**src/rtl/ecap5_dwbuart_fifo.sv**
```systemverilog
// Wishbone register and buffering core for the UART: RX/TX FIFOs, TX dispatch FSM,
// sticky error flags, RX level threshold and a registered level interrupt.
//
// TX FSM states:
//   state   | meaning
//   TX_IDLE | no frame in flight; pops the next byte as soon as the TX FIFO holds one
//   TX_BUSY | tx_frontend is sending tx_data_o; waits for tx_done_i
module ecap5_dwbuart_fifo #(
  parameter int RX_DEPTH = 16,
  parameter int TX_DEPTH = 16
) (
  input  logic        clk_i,
  input  logic        rst_ni,
  input  logic [31:0] wb_adr_i,
  input  logic [31:0] wb_dat_i,
  output logic [31:0] wb_dat_o,
  input  logic        wb_we_i,
  input  logic [3:0]  wb_sel_i,
  input  logic        wb_stb_i,
  input  logic        wb_cyc_i,
  output logic        wb_ack_o,
  output logic        wb_stall_o,
  input  logic [7:0]  rx_frame_i,
  input  logic        rx_valid_i,
  input  logic        rx_parity_err_i,
  input  logic        rx_frame_err_i,
  output logic [7:0]  tx_data_o,
  output logic        tx_transmit_o,
  input  logic        tx_done_i,
  output logic [15:0] cr_acc_incr_o,
  output logic        cr_ds_o,
  output logic        cr_s_o,
  output logic [1:0]  cr_p_o,
  output logic        frontend_rst_o,
  output logic        irq_o
);

  localparam int RX_AW = $clog2(RX_DEPTH);
  localparam int TX_AW = $clog2(TX_DEPTH);
  localparam int RX_LW = RX_AW + 1;
  localparam int TX_LW = TX_AW + 1;
  localparam logic [RX_LW-1:0] RX_FULL    = RX_LW'(RX_DEPTH);
  localparam logic [TX_LW-1:0] TX_FULL    = TX_LW'(TX_DEPTH);
  localparam logic [7:0]       RX_DEPTH_B = 8'(RX_DEPTH);

  localparam logic [5:0] A_SR   = 6'd0;
  localparam logic [5:0] A_CR   = 6'd1;
  localparam logic [5:0] A_RXDR = 6'd2;
  localparam logic [5:0] A_TXDR = 6'd3;
  localparam logic [5:0] A_IER  = 6'd4;
  localparam logic [5:0] A_FCR  = 6'd5;

  typedef enum logic {TX_IDLE, TX_BUSY} tx_state_t;

  logic        req, wr, rd;
  logic [5:0]  idx;
  logic        cr_wr, txdr_wr, ier_wr, fcr_wr, sr_rd, rxdr_rd;
  logic        rx_flush, tx_flush;
  logic [31:0] rdata;
  logic [2:0]  ier;
  logic [7:0]  rx_thresh, th_sat;
  logic        rxoe, fe, pe, txoe;
  logic        unused_bits;

  assign req = wb_stb_i & wb_cyc_i;
  assign wr  = req & wb_we_i;
  assign rd  = req & ~wb_we_i;
  assign idx = wb_adr_i[7:2];

  assign cr_wr   = wr && (idx == A_CR);
  assign txdr_wr = wr && (idx == A_TXDR);
  assign ier_wr  = wr && (idx == A_IER);
  assign fcr_wr  = wr && (idx == A_FCR);
  assign sr_rd   = rd && (idx == A_SR);
  assign rxdr_rd = rd && (idx == A_RXDR);

  // A CR write reconfigures the frontends, so any buffered data is stale.
  assign rx_flush = cr_wr | (fcr_wr & wb_dat_i[0]);
  assign tx_flush = cr_wr | (fcr_wr & wb_dat_i[1]);

  assign wb_stall_o  = 1'b0;
  assign unused_bits = ^{wb_sel_i, wb_adr_i[31:8], wb_adr_i[1:0]};

  // RX FIFO
  logic [7:0]       rx_mem [RX_DEPTH];
  logic [RX_AW-1:0] rx_rd_ptr, rx_wr_ptr;
  logic [RX_LW-1:0] rx_level;
  logic [7:0]       rx_level8;
  logic             rx_empty, rx_full, rx_pop, rx_push, rx_ovr, rxth;

  assign rx_empty  = (rx_level == '0);
  assign rx_full   = (rx_level == RX_FULL);
  assign rx_pop    = rxdr_rd & ~rx_empty;
  assign rx_push   = rx_valid_i & ~rx_flush & (~rx_full | rx_pop);
  assign rx_ovr    = rx_valid_i & ~rx_flush & rx_full & ~rx_pop;
  assign rx_level8 = 8'(rx_level);
  assign rxth      = (rx_level8 >= rx_thresh);

  always_ff @(posedge clk_i) begin
    if (rx_push) rx_mem[rx_wr_ptr] <= rx_frame_i;
  end

  always_ff @(posedge clk_i or negedge rst_ni) begin
    if (!rst_ni) begin
      rx_rd_ptr <= '0;
      rx_wr_ptr <= '0;
      rx_level  <= '0;
    end else if (rx_flush) begin
      rx_rd_ptr <= '0;
      rx_wr_ptr <= '0;
      rx_level  <= '0;
    end else begin
      if (rx_push) rx_wr_ptr <= rx_wr_ptr + RX_AW'(1);
      if (rx_pop)  rx_rd_ptr <= rx_rd_ptr + RX_AW'(1);
      case ({rx_push, rx_pop})
        2'b10:   rx_level <= rx_level + RX_LW'(1);
        2'b01:   rx_level <= rx_level - RX_LW'(1);
        default: rx_level <= rx_level;
      endcase
    end
  end

  // TX FIFO and dispatch FSM
  logic [7:0]       tx_mem [TX_DEPTH];
  logic [TX_AW-1:0] tx_rd_ptr, tx_wr_ptr;
  logic [TX_LW-1:0] tx_level;
  logic [7:0]       tx_level8;
  logic             tx_empty, tx_full, tx_pop, tx_push, tx_ovr, tx_idle;
  tx_state_t        tx_state, tx_state_next;

  assign tx_empty  = (tx_level == '0);
  assign tx_full   = (tx_level == TX_FULL);
  assign tx_push   = txdr_wr & ~tx_full & ~tx_flush;
  assign tx_ovr    = txdr_wr & tx_full & ~tx_flush;
  assign tx_level8 = 8'(tx_level);
  assign tx_idle   = tx_empty & (tx_state == TX_IDLE);

  always_ff @(posedge clk_i or negedge rst_ni) begin
    if (!rst_ni) tx_state <= TX_IDLE;
    else         tx_state <= tx_state_next;
  end

  always_comb begin
    tx_state_next = tx_state;
    tx_pop        = 1'b0;
    if (cr_wr) begin
      tx_state_next = TX_IDLE;
    end else begin
      case (tx_state)
        TX_IDLE: begin
          if (!tx_empty && !tx_flush) begin
            tx_pop        = 1'b1;
            tx_state_next = TX_BUSY;
          end
        end
        TX_BUSY: begin
          if (tx_done_i) tx_state_next = TX_IDLE;
        end
        default: tx_state_next = TX_IDLE;
      endcase
    end
  end

  always_ff @(posedge clk_i) begin
    if (tx_push) tx_mem[tx_wr_ptr] <= wb_dat_i[7:0];
  end

  always_ff @(posedge clk_i or negedge rst_ni) begin
    if (!rst_ni) begin
      tx_rd_ptr <= '0;
      tx_wr_ptr <= '0;
      tx_level  <= '0;
    end else if (tx_flush) begin
      tx_rd_ptr <= '0;
      tx_wr_ptr <= '0;
      tx_level  <= '0;
    end else begin
      if (tx_push) tx_wr_ptr <= tx_wr_ptr + TX_AW'(1);
      if (tx_pop)  tx_rd_ptr <= tx_rd_ptr + TX_AW'(1);
      case ({tx_push, tx_pop})
        2'b10:   tx_level <= tx_level + TX_LW'(1);
        2'b01:   tx_level <= tx_level - TX_LW'(1);
        default: tx_level <= tx_level;
      endcase
    end
  end

  always_ff @(posedge clk_i or negedge rst_ni) begin
    if (!rst_ni) begin
      tx_transmit_o <= 1'b0;
      tx_data_o     <= 8'h00;
    end else begin
      tx_transmit_o <= tx_pop;
      if (tx_pop) tx_data_o <= tx_mem[tx_rd_ptr];
    end
  end

  // Threshold 0 would make RXTH permanently true, so it is stored as 1.
  always_comb begin
    th_sat = wb_dat_i[15:8];
    if (wb_dat_i[15:8] == 8'h00)           th_sat = 8'h01;
    else if (wb_dat_i[15:8] > RX_DEPTH_B)  th_sat = RX_DEPTH_B;
  end

  always_ff @(posedge clk_i or negedge rst_ni) begin
    if (!rst_ni) begin
      cr_acc_incr_o  <= 16'h0000;
      cr_ds_o        <= 1'b0;
      cr_s_o         <= 1'b0;
      cr_p_o         <= 2'b00;
      ier            <= 3'b000;
      rx_thresh      <= 8'h01;
      frontend_rst_o <= 1'b1;
    end else begin
      frontend_rst_o <= cr_wr;
      if (cr_wr) begin
        cr_acc_incr_o <= wb_dat_i[31:16];
        cr_ds_o       <= wb_dat_i[3];
        cr_s_o        <= wb_dat_i[2];
        cr_p_o        <= wb_dat_i[1:0];
      end
      if (ier_wr) ier       <= wb_dat_i[2:0];
      if (fcr_wr) rx_thresh <= th_sat;
    end
  end

  // A flag raised in the same cycle as the clearing SR read survives it.
  always_ff @(posedge clk_i or negedge rst_ni) begin
    if (!rst_ni) begin
      rxoe <= 1'b0;
      fe   <= 1'b0;
      pe   <= 1'b0;
      txoe <= 1'b0;
    end else begin
      rxoe <= (rxoe & ~sr_rd) | rx_ovr;
      fe   <= (fe & ~sr_rd) | (rx_valid_i & rx_frame_err_i);
      pe   <= (pe & ~sr_rd) | (rx_valid_i & rx_parity_err_i);
      txoe <= (txoe & ~sr_rd) | tx_ovr;
    end
  end

  always_comb begin
    rdata = 32'h0000_0000;
    case (idx)
      A_SR:   rdata[7:0]  = {txoe, rxth, tx_idle, pe, fe, rxoe, ~tx_full, ~rx_empty};
      A_CR:   rdata       = {cr_acc_incr_o, 12'h000, cr_ds_o, cr_s_o, cr_p_o};
      A_RXDR: rdata[7:0]  = rx_empty ? 8'h00 : rx_mem[rx_rd_ptr];
      A_IER:  rdata[2:0]  = ier;
      A_FCR:  rdata[23:0] = {tx_level8, rx_thresh, rx_level8};
      default: rdata = 32'h0000_0000;
    endcase
  end

  always_ff @(posedge clk_i or negedge rst_ni) begin
    if (!rst_ni) begin
      wb_ack_o <= 1'b0;
      wb_dat_o <= 32'h0000_0000;
      irq_o    <= 1'b0;
    end else begin
      wb_ack_o <= req;
      wb_dat_o <= rd ? rdata : 32'h0000_0000;
      irq_o    <= (ier[0] & rxth) | (ier[1] & tx_idle) | (ier[2] & (rxoe | fe | pe | txoe));
    end
  end

endmodule

```
**config.mk**
```make
export PLATFORM = sky130hd
export DESIGN_NAME = ecap5_dwbuart_fifo
export DESIGN_NICKNAME = d
export VERILOG_FILES = /design/src/rtl/ecap5_dwbuart_fifo.sv
export SDC_FILE = /design/constraint.sdc
export NUM_CORES = 1
export LEC_CHECK = 0
export ABC_AREA = 1
export CAP_MARGIN = 20
export CORE_MARGIN = 8
export CORE_UTILIZATION = 46
export DETAILED_ROUTE_END_ITERATION = 8
export PLACE_DENSITY_LB_ADDON = 0.12
export SLEW_MARGIN = 20
export SYNTH_ARGS = -nofsm -noshare
export SYNTH_HDL_FRONTEND = slang
export SYNTH_SLANG_ARGS = --single-unit
```
**constraint.sdc**
```tcl
create_clock -name clk_i -period 2.4 [get_ports clk_i]
set_input_delay 0.24 -clock clk_i [delete_from_list [all_inputs] [get_ports clk_i]]
set_output_delay 0.24 -clock clk_i [all_outputs]
set_load 0.01 [all_outputs]
```
; Yosys cells after proc, flatten, opt, wreduce, memory -nomap -nowiden
; Memories as Yosys holds them, arrays and structs flattened. A register that Yosys moved wholly into a read port is not among the register bits.
; Index checks and enable logic that the tools add are counted.
[classes]
n_reduce_logical = 20
bitwise = 45
n_div = 0
shift = 0
magnitude_cmp = 2
n_eq_ne = 11
n_addsub = 8
mux = 30
mul = 0
[op_table]
columns = operator, n
row1 = 32-bit two-way mux, 1
row2 = 4-bit two-way mux, 8
row3 = 8-bit two-way mux, 4
row4 = 16-bit one-hot mux with 2 select lines, 1
row5 = 1-bit AND, 24
row6 = 5-bit one-hot mux with 2 select lines, 2
row7 = 5-bit one-hot mux with 4 select lines, 1
row8 = "4-bit by 1-bit adder with 4-bit output, second input constant", 4
row9 = 3-bit one-hot mux with 5 select lines, 1
row10 = "6-bit by 2-bit == test with 1-bit output, second input constant", 2
row11 = "6-bit by 3-bit == test with 1-bit output, second input constant", 2
row12 = 1-bit OR, 12
row13 = "5-bit by 1-bit adder with 5-bit output, second input constant", 2
row14 = "5-bit == test, second input constant", 2
row15 = 5-bit zero test, 2
row16 = 5-bit two-way mux, 2
row17 = "5-bit by 1-bit subtractor with 5-bit output, second input constant", 2
row18 = 1-bit two-way mux, 9
row19 = 1-bit inverter, 9
row20 = 5-bit by 8-bit >= comparator with 1-bit output, 1
row21 = "8-bit by 5-bit greater-than comparator with 1-bit output, second input constant", 1
row22 = 8-bit zero test, 1
row23 = 2-bit nonzero test, 4
row24 = 1-bit logical AND, 7
row25 = 7 further kinds, 12
[word_totals]
inputBits = 85
rom_bits = 0
latchBits = 0
out_inout_bits = 65
word_cells = 140
register_bits = 98
mem_count = 2
ram_bits = 256
[mem_list]
columns = memory, depth, width, read_ports, rd_ports_with_merged_regs, write_ports, line
row1 = rx_mem, 16, 8, 1, 0, 1, 85  ; logic [7:0] rx_mem [RX_DEPTH];
row2 = tx_mem, 16, 8, 1, 1, 1, 124  ; logic [7:0] tx_mem [TX_DEPTH];

; Depth between registers and ports, before layout
; Gate-level depths: netlist of run 1.
[depth]
word_depth = 13
depth_mapped = 16
ltp_nobuf = 16

; Least setup slack after synthesis of run 1
; Ideal clock, no wire load.
[synth_path]
path_kind = register -> register
from = register rx_level[0]
to = register rx_level[4]
path_buffers = 0
t_required_ns = 2.272
path_slack_ns = 0.008
period_less_slack_ns = 2.392
path_stages_with_launch = 16
t_arrival_ns = 2.264
setup_time_ns = 0.128
cell_sequence = dfrtp_1 inv_1 nand4_1 nor2_1 nor2_4 nand2_4 inv_1 nand2_1 inv_1 ha_1 inv_1 o21ai_0 a21oi_1 xor2_1 xnor2_1 o22ai_1
[synth_between]
elab_chain_len = 8
word_cells_on_any_way = 14
classes_between = add/sub: 2 / eq/ne: 3 / mux: 2 / bitwise: 5 / reduce/logical: 2
[synth_lines]
columns = item, line
row1 = "start, declared", 87  ; logic [RX_LW-1:0] rx_level;
row2 = "start signal, assigned", 116  ; 2'b10: rx_level <= rx_level + RX_LW'(1);
row3 = "start signal, assigned", 117  ; 2'b01: rx_level <= rx_level - RX_LW'(1);
row4 = "start signal, assigned", 118  ; default: rx_level <= rx_level;
row5 = 5-bit zero test, 91  ; assign rx_empty = (rx_level == '0);
row6 = 1-bit inverter, 93  ; assign rx_pop = rxdr_rd & ~rx_empty;
row7 = 1-bit AND, 93
row8 = 1-bit OR, 94  ; assign rx_push = rx_valid_i & ~rx_flush & (~rx_full | rx_pop);
row9 = 1-bit AND, 94
row10 = 2-bit by 1-bit == test with 1-bit output / 2-bit == test (equally long branches), 115  ; case ({rx_push, rx_pop})
row11 = 5-bit one-hot mux with 2 select lines, 115
row12 = 5-bit two-way mux, 108  ; end else if (rx_flush) begin
; Parallel ways exist; a longest one is shown, timed or not.
; A chain may end at the register's enable or synchronous reset.

; Final worst setup path of run 1
[layout_path]
from = register rx_level[1]
to = register rx_level[4]
; Same word-level chain as after synthesis.

==> metrics, run 1 <==
Pint=12.15 mW; crit path DAT=2.63 ns; core area=0.03229 mm2; distinct cell type count after synthesis=54; Comb pwr share=26.2%; Least-Margin Pin Slew=0.7086 ns; Area growth syn-to-layout=23.65%; Synth Instances=1288; Worst Path Required=2.79 ns; die width=196.3 um; Clock Sinks=362; routed vias=10285; NumNets Final=1598; Final Skew=0.02057 ns; most frequent cells in the layout=edfxtp_1 (256), nand2_1 (177), nor2_1 (161); Worst setup EP type=flop; initial antenna violation count=0; layout cells sized above 1=13.24%; total of max-cap violations=0; hold crit path type=input pin to async pin; average size of a mapped cell=11.61 um2; Sw Pwr=5.581 mW; Synth Register Bits=362; dpl cell area=0.01729 mm2; CP Class=flop to flop; sw frac=31.47%; outcome=finished clean; WL per Instance=19.31 um; PwrDens=958.9 mW/mm2; cell area after synthesis=0.01495 mm2; Max transition margin=52.61%; crit path launch type=flop; Post-synth EDFFs=256; RSZ-0062 raised after global routing=no; DR vias/cell=5.247; clock share of power=31.4%; DRC viols=0; Flop pwr share=42.4%; Max Freq=0.4481 GHz; Worst VDD drop=0.6450 mV; fillers=2724; io pins=150; Async SR Flop Fraction=29.28%; htree depth=2; vias in the first global route=10215; final hold vios=0; final instance area=0.01849 mm2; Slew Viols, Final=0; min Tclk post-route=2.232 ns; Pre-antenna DRT Iters=5; largest net degree at the start of global routing=68; WL final=37840 um; die area=0.03853 mm2; input/output buffers=118; Most used DFF post-synth=edfxtp_1; overall routing resource usage=19.47%; CP Max Fanout=3; total power=17.73 mW; Starting Density=46.31%; commonest non-fill, non-tap cell in the layout=edfxtp_1; first-pass GRT wire length=58550 um; syn nets=1393; Final ANT Viol Nets=0; Leak=7.042 nW; final setup fails=0; Clk pin slew, worst setup/hold paths=0.06 ns; dpl hpwl=25130 um; Skew-Pair Late Insertion Delay=0.53 ns; final worst path period share=92.99%; CTS Buf Count=39; GP Congestion=0.8336; GRT overflow=0; die height=196.3 um; Antenna diodes=0; combined area of the multi-input logic cells=0.004059 mm2; sequential fraction of the synthesis area=69.17%; Root Buffer=clkbuf_16; worst-case clock buffer depth=3; Core Rows=66; YS warnings=0; TritonCTS clock tree=done; First DRT Iteration DRCs=582; Reg area=0.01034 mm2
[path summary, 6_finish.rpt]
kind	slack, ns	cells past startpoint	end	start
max in group asynchronous	1.56	3	tx_rd_ptr[0]$_DFFE_PN0P_	rst_ni
setup reg to reg	0.17	14	rx_level[4]$_DFFE_PN0P_	rx_level[1]$_DFFE_PN0P_
hold reg to reg	0.49	1	tx_data_o[2]$_DFFE_PN0P_	tx_data_o[2]$_DFFE_PN0P_
hold / removal	0.15	2	tx_data_o[1]$_DFFE_PN0P_	rst_ni
setup / recovery	0.17	14	rx_level[4]$_DFFE_PN0P_	rx_level[1]$_DFFE_PN0P_
min in group clk_i	0.26	3	cr_acc_incr_o[4]$_DFFE_PN0P_	wb_dat_i[20]
[layer usage]
layer	part of all wire, %	vias up	GRT usage (%)
met5	0	-	0
met4	3.1	0	6.794
met3	4.0	68	2.793
met2	50	220	33.03
met1	43	5015	25.27
li1	-	4982	-
[power by group through the flow]
stage               logic [mW]  clock network (mW)  registers, mW
CTS                       4.66                5.68           7.53
global route              5.19                5.90           7.58
floorplan                 2.80                   0           7.59
finish                    4.65                5.56           7.52
detailed placement        4.65                   0           7.65
global placement          4.59                   0           7.64
[state kept, by name, summed over array words and instances (netlist names), 4 cells and up]
signal         cells
rx_mem           128
tx_mem           128
wb_dat_o          32
cr_acc_incr_o     16
rx_thresh          8
tx_data_o          8
rx_level           5
tx_level           5
rx_rd_ptr          4
rx_wr_ptr          4
tx_rd_ptr          4
tx_wr_ptr          4
[logic make-up (layout without fill, tap and decap cells)]
logic type | Yosys count | in the layout | synth area share [%]
buffers and inverters | 146 | 376 | 3.791
other | 1 | 1 | 0.02508
multiplexers | 1 | 1 | 0.07530
XOR/XNOR | 7 | 7 | 0.4100
flip-flops | 362 | 362 | 69.17
AND/OR/NAND/NOR | 464 | 464 | 13.42
AO/OA/AOI/OAI | 287 | 287 | 11.39
adder cells (fa/ha/maj) | 20 | 20 | 1.724
[worst max-delay path, stage by stage, from the launching register on]
cell and delay (ns):
dfrtp_1 0.35, inv_1 0.06, nand4_1 0.12, nor2_1 0.06, buf_4 0.14, nor2_4 0.10
nand2_4 0.06, inv_1 0.08, nand2_2 0.09, fa_1 0.39, o21ai_1 0.16, a21oi_1 0.09
xor2_1 0.17, xnor2_1 0.15, o22ai_1 0.09
[cells in the mapped netlist (all sizes together), types with 2 or more instances]
library cell	n	area, um2
xor2	5	43.79
o21a	8	60.06
nor2	167	661.9
buf	9	50.05
clkinv	4	15.01
o21ai	159	795.8
dfstp	2	52.55
nand4	9	62.56
ha	19	237.7
o211ai	12	90.09
inv	81	306.5
nor3	20	100.1
a32o	2	20.02
o221ai	24	210.2
a21oi	28	166.4
nand3	74	392.9
dfrtp	104	2603
o22ai	41	256.5
or2	2	12.51
edfxtp	256	7687
a31oi	4	25.02
xnor2	2	17.52
clkbuf	52	195.2
nand2	189	757.0
[metrics by stage]
| step | setup TNS [ns] | setup WS, ns | utilization [%] | hold slack (ns) | instances |
|---|---|---|---|---|---|
| finish | 0 | 0.1683 | 57.27 | 0.1454 | 1960 |
| global route | 0 | 0.01797 | 57.27 | 0.1609 | 1960 |
| CTS | 0 | 0.1020 | 57.20 | 0.1299 | 1959 |
| detailed placement | -19.53 | -0.3190 | 53.56 | 0.1390 | 1892 |
| global placement | -8.788 | -0.2316 | 53.56 | 0.1371 | 1892 |
| floorplan | 0 | 0.007878 | - | -0.05559 | 1288 |
[cell type report]
cell class / count / area share, %
sequential: 362 / 55.95
clock inverter: 20 / 0.8256
inverter: 85 / 1.739
timing repair buffer: 225 / 11.07
clock buffer: 46 / 5.474
multi-input combinational: 780 / 21.95
tap: 442 / 2.991
[repair_timing]
item                                   4_1_cts  5_1_grt
setup endpoints to repair                    0        1
hold buffers                                 1        0
buffers inserted                             0        1
gates resized for setup                      0        4
endpoints found under the hold margin       75        0
No activity file was read; power rests on OpenSTA's default activity.
==> run 2: changes to the inputs <==
CTS_BUF_LIST = sky130_fd_sc_hd__clkbuf_4   (was not set)
CTS_CLUSTER_SIZE = 30   (was not set)
==> metrics, run 2 (synthesized netlist as in run 1, its figures left out) <==
Worst path most repeated cell=inv_1; CP Depth=14; Final ANT Viol Nets=0; hold crit path type=input pin to flop; total of max-cap violations=0; Least-Margin Pin Slew=0.7803 ns; largest net degree at the start of global routing=68; core area=0.03229 mm2; Leak=7.230 nW; final setup fails=0; most frequent cells in the layout=edfxtp_1 (256), nand2_1 (177), nor2_1 (161); Non-Filler Instances=2073; Top delay family on crit path=simple AND/OR/NAND/NOR gates; worst r2r path cells=14; GP Congestion=0.8336; Worst setup EP type=flop; final hold vios=0; dpl cells=1892; crit-path cells=inv_1 > nand4_1 > nor2_1 > buf_4 > nor2_4 > nand2_4 > inv_1 > nand2_2 > fa_1 > o21ai_1 > a21oi_1 > xor2_1 > xnor2_1 > o22ai_1; postcts setup bufs=0; DRC viols=0; CP Class=flop to flop; Slew Viols, Final=0; crit path max-delay cell type=fa_1; TritonCTS clock tree=done; die width=196.3 um; PwrDens=936.4 mW/mm2; layout cells sized above 1=18.48%; GRT overflow=0; DR vias/cell=5.141; Pre-antenna DRT Iters=6; First DRT Iteration DRCs=569; crit path DAT=2.86 ns; Top Registers=rx_mem (128), tx_mem (128), wb_dat_o (32); Root Buffer=clkbuf_4; Worst VDD drop=0.4976 mV; commonest non-fill, non-tap cell in the layout=edfxtp_1; Worst Path Required=3.00 ns; NumNets Final=1664; worst-case clock buffer depth=3; Area growth syn-to-layout=24.75%; Max transition margin=47.81%; final setup TNS=0 ns; CTS Buf Count=95; Core Rows=66; Final Skew=0.05133 ns; final worst path period share=93.97%; Starting Density=46.31%; first-pass GRT wire length=60320 um; input/output buffers=118; overall routing resource usage=20.23%; WL final=38600 um; crit path launch type=flop; Skew-Pair Late Insertion Delay=0.77 ns; Clk pin slew, worst setup/hold paths=0.06 ns; min Tclk post-route=2.255 ns; die height=196.3 um; io pins=150; final instance area=0.01865 mm2; routed vias=10657; RSZ-0062 raised after global routing=no; dpl hpwl=25130 um; die area=0.03853 mm2; Clock Sinks=362; Min Hold Slack=0.07768 ns; vias in the first global route=10880; WL per Instance=18.62 um; htree depth=3; hold path cells=3; CP Max Fanout=3; outcome=finished clean; Bufs and invs on worst path=3; CP max stage delay=0.40 ns; initial antenna violation count=2; Max Freq=0.4434 GHz; dpl cell area=0.01729 mm2
==> run 2: power breakdown <==
part	leakage, nW	switching, mW	total [mW]	internal [mW]
Clock	0.724	2.46	5.30	2.84
Sequential	3.59	0.316	7.52	7.21
Combinational	2.92	2.93	4.65	1.72
==> run 2: worst paths after layout <==
kind                            slack (ns)                     start                           end
worst max-delay path                  0.14   rx_level[2]$_DFFE_PN0P_       rx_level[4]$_DFFE_PN0P_
worst min register to register        0.49  tx_data_o[2]$_DFFE_PN0P_      tx_data_o[2]$_DFFE_PN0P_
worst min-delay path                  0.08              wb_dat_i[10]      rx_thresh[2]$_DFFE_PN0N_
max in group asynchronous             1.17                    rst_ni      tx_data_o[1]$_DFFE_PN0P_
min in group asynchronous             0.09                    rst_ni  cr_acc_incr_o[5]$_DFFE_PN0P_
worst max register to register        0.14   rx_level[2]$_DFFE_PN0P_       rx_level[4]$_DFFE_PN0P_
==> run 2: tightest hold or removal path: cells and delay by family <==
kind | cells | cell delay, ns
buffers and inverters | 2 | 0.47
AO/OA/AOI/OAI | 1 | 0.08
==> run 2: per-layer routing <==
layer / track usage (%) / share of wire [%]
met5: 0 / 0
met4: 8.787 / 3.1
met3: 4.438 / 4.1
met2: 34.10 / 50
met1: 24.77 / 43
==> run 2: area by class of cell <==
cell class / count / area, um2
fill: 2769 / 13630
sequential: 362 / 10340
multi-input combinational: 780 / 4059
timing repair buffer: 235 / 2150
clock buffer: 143 / 1074
tap: 442 / 553.0
inverter: 85 / 321.6
clock inverter: 24 / 147.6
antenna: 2 / 5.005
==> run 2: per-stage QoR <==
step	setup slack, ns	total power [mW]	utilization (%)
final	0.1448	17.47	57.77
after global routing	0.004229	18.55	57.77
after CTS	0.05226	17.67	57.71
after detailed placement	-0.3190	12.29	53.56
after global placement	-0.2316	12.23	53.56
after floorplan	0.007878	10.39	-
==> run 2: what timing repair did <==
action                                 in CTS  in global routing
endpoints found under the hold margin     116                  0
gates resized for setup                     0                  4
setup endpoints to repair                   0                  1
hold buffers                               12                  0
==> run 3: changes to the inputs <==
clock period = 2 ns   (was 2.4 ns; I/O delays follow)
==> metrics, run 3 (synthesized netlist as in run 1, its figures left out) <==
layout cells sized above 1=23.20%; initial antenna violation count=1; largest net degree at the start of global routing=56; Core Rows=66; CP Max Fanout=3; failing checks=negative setup slack; crit path launch type=flop; die area=0.03853 mm2; Worst Path Required=2.62 ns; die height=196.3 um; final setup fails=133; setup slack, reg-to-reg=-0.18 ns; Root Buffer=clkbuf_4; Skew-Pair Late Insertion Delay=0.76 ns; total power=22.21 mW; Pre-antenna DRT Iters=5; Crit Reg-Reg Startpoint=rx_level[0]$_DFFE_PN0P_; io pins=150; min Tclk post-route=2.175 ns; CTS Buf Count=95; crit path capture=rx_level[4]$_DFFE_PN0P_; routed vias=11060; Max Freq=0.4597 GHz; GRT overflow=0; Slew Viols, Final=0; Area growth syn-to-layout=31.28%; crit path DAT=2.79 ns; WL final=40350 um; pre-CTS setup slack=-0.5298 ns; GP Congestion=0.8311; CP Class=flop to flop; overall routing resource usage=20.96%; final worst path period share=108.8%; die width=196.3 um; worst-case clock buffer depth=3; Final ANT Viol Nets=0; Final Util=60.80%; hold crit path type=input pin to flop; Worst setup EP type=flop; vias in the first global route=11425; Max transition margin=48.62%; PwrDens=1131 mW/mm2; reg2reg end=rx_level[4]$_DFFE_PN0P_; final hold vios=0; outcome=complete, but fails checks; RSZ-0062 raised after global routing=yes; First DRT Iteration DRCs=802; Least-Margin Pin Slew=0.7683 ns; total of max-cap violations=0; DRC viols=0; Starting Density=46.31%; htree depth=3; worst r2r path cells=15; input/output buffers=118; Top Registers=rx_mem (128), tx_mem (128), wb_dat_o (32); NumNets Final=1718; Min Hold Slack=0.06276 ns; Final Skew=0.04033 ns; most frequent cells in the layout=edfxtp_1 (256), nand2_1 (172), o21ai_0 (152); WL per Instance=18.96 um; Worst VDD drop=0.7104 mV; Crit. Startpoint=rx_level[0]$_DFFE_PN0P_; Non-Filler Instances=2128; Clock Sinks=362; first-pass GRT wire length=62790 um; core area=0.03229 mm2; dpl cells=1930; Clk pin slew, worst setup/hold paths=0.07 ns; Leak=7.666 nW; DR vias/cell=5.197; commonest non-fill, non-tap cell in the layout=edfxtp_1; TritonCTS clock tree=done; dpl hpwl=26890 um; min setup slack post-route=-0.1754 ns
[run 3: final cells by class]
cell class / count / area [um2]
sequential: 362 / 10350
tap: 442 / 553.0
fill: 2661 / 12660
clock buffer: 147 / 1104
timing repair buffer: 289 / 2755
clock inverter: 22 / 168.9
antenna: 1 / 2.502
multi-input combinational: 780 / 4374
inverter: 85 / 326.6
[run 3: worst min path at each step]
stage          slack (ns)  cells past startpoint                       endpoint         start
6_report             0.06                      3  cr_acc_incr_o[12]$_DFFE_PN0P_  wb_dat_i[28]
5_1_grt              0.02                      3  cr_acc_incr_o[12]$_DFFE_PN0P_  wb_dat_i[28]
4_1_cts             0.004                      3  cr_acc_incr_o[12]$_DFFE_PN0P_  wb_dat_i[28]
3_5_place_dp         0.20                      1       tx_data_o[1]$_DFFE_PN0P_        rst_ni
3_3_place_gp         0.19                      1        tx_transmit_o$_DFF_PN0_        rst_ni
2_1_floorplan        -0.1                      0   cr_acc_incr_o[0]$_DFFE_PN0P_        rst_ni
[run 3: per-layer routing]
metal	wire length (um)	share of wire, %	track usage, %
met1	17230	43	26.42
met2	20250	50	35.05
met3	1751	4.3	4.147
met4	1108	2.7	8.563
met5	0	0	0
[run 3: report_power, final]
group          internal [mW]  switching (mW)  total [mW]
sequential              8.65           0.327        8.98
combinational           2.61            4.01        6.62
clock                   3.71            2.90        6.61
total                   15.0            7.23        22.2
[run 3: repair_timing]
action | in CTS | in global routing
setup endpoints to repair | 114 | 140
hold buffers | 23 | 0
setup buffers | 1 | 4
pin swaps | 8 | 17
hold endpoints to repair | 126 | 0
resized for setup | 11 | 91
[run 3: stage by stage]
step                setup TNS [ns]  cell area [um2]
global route                -24.52            19630
floorplan                   -4.901            14980
finish                      -11.64            19630
detailed placement         -110.53            17680
CTS                        -0.9736            19210
global placement           -100.25            17680
[run 3: worst max-delay path, stage by stage (launching register included)]
cell	delay, ns
dfrtp_1	0.39
inv_2	0.06
nand4_1	0.21
nor2_4	0.22
nor2_4	0.06
nand2_4	0.08
inv_4	0.04
nand2_4	0.07
inv_4	0.05
ha_4	0.26
inv_2	0.04
o21ai_2	0.11
a21oi_2	0.07
xor2_1	0.18
xnor2_1	0.13
o22ai_1	0.08
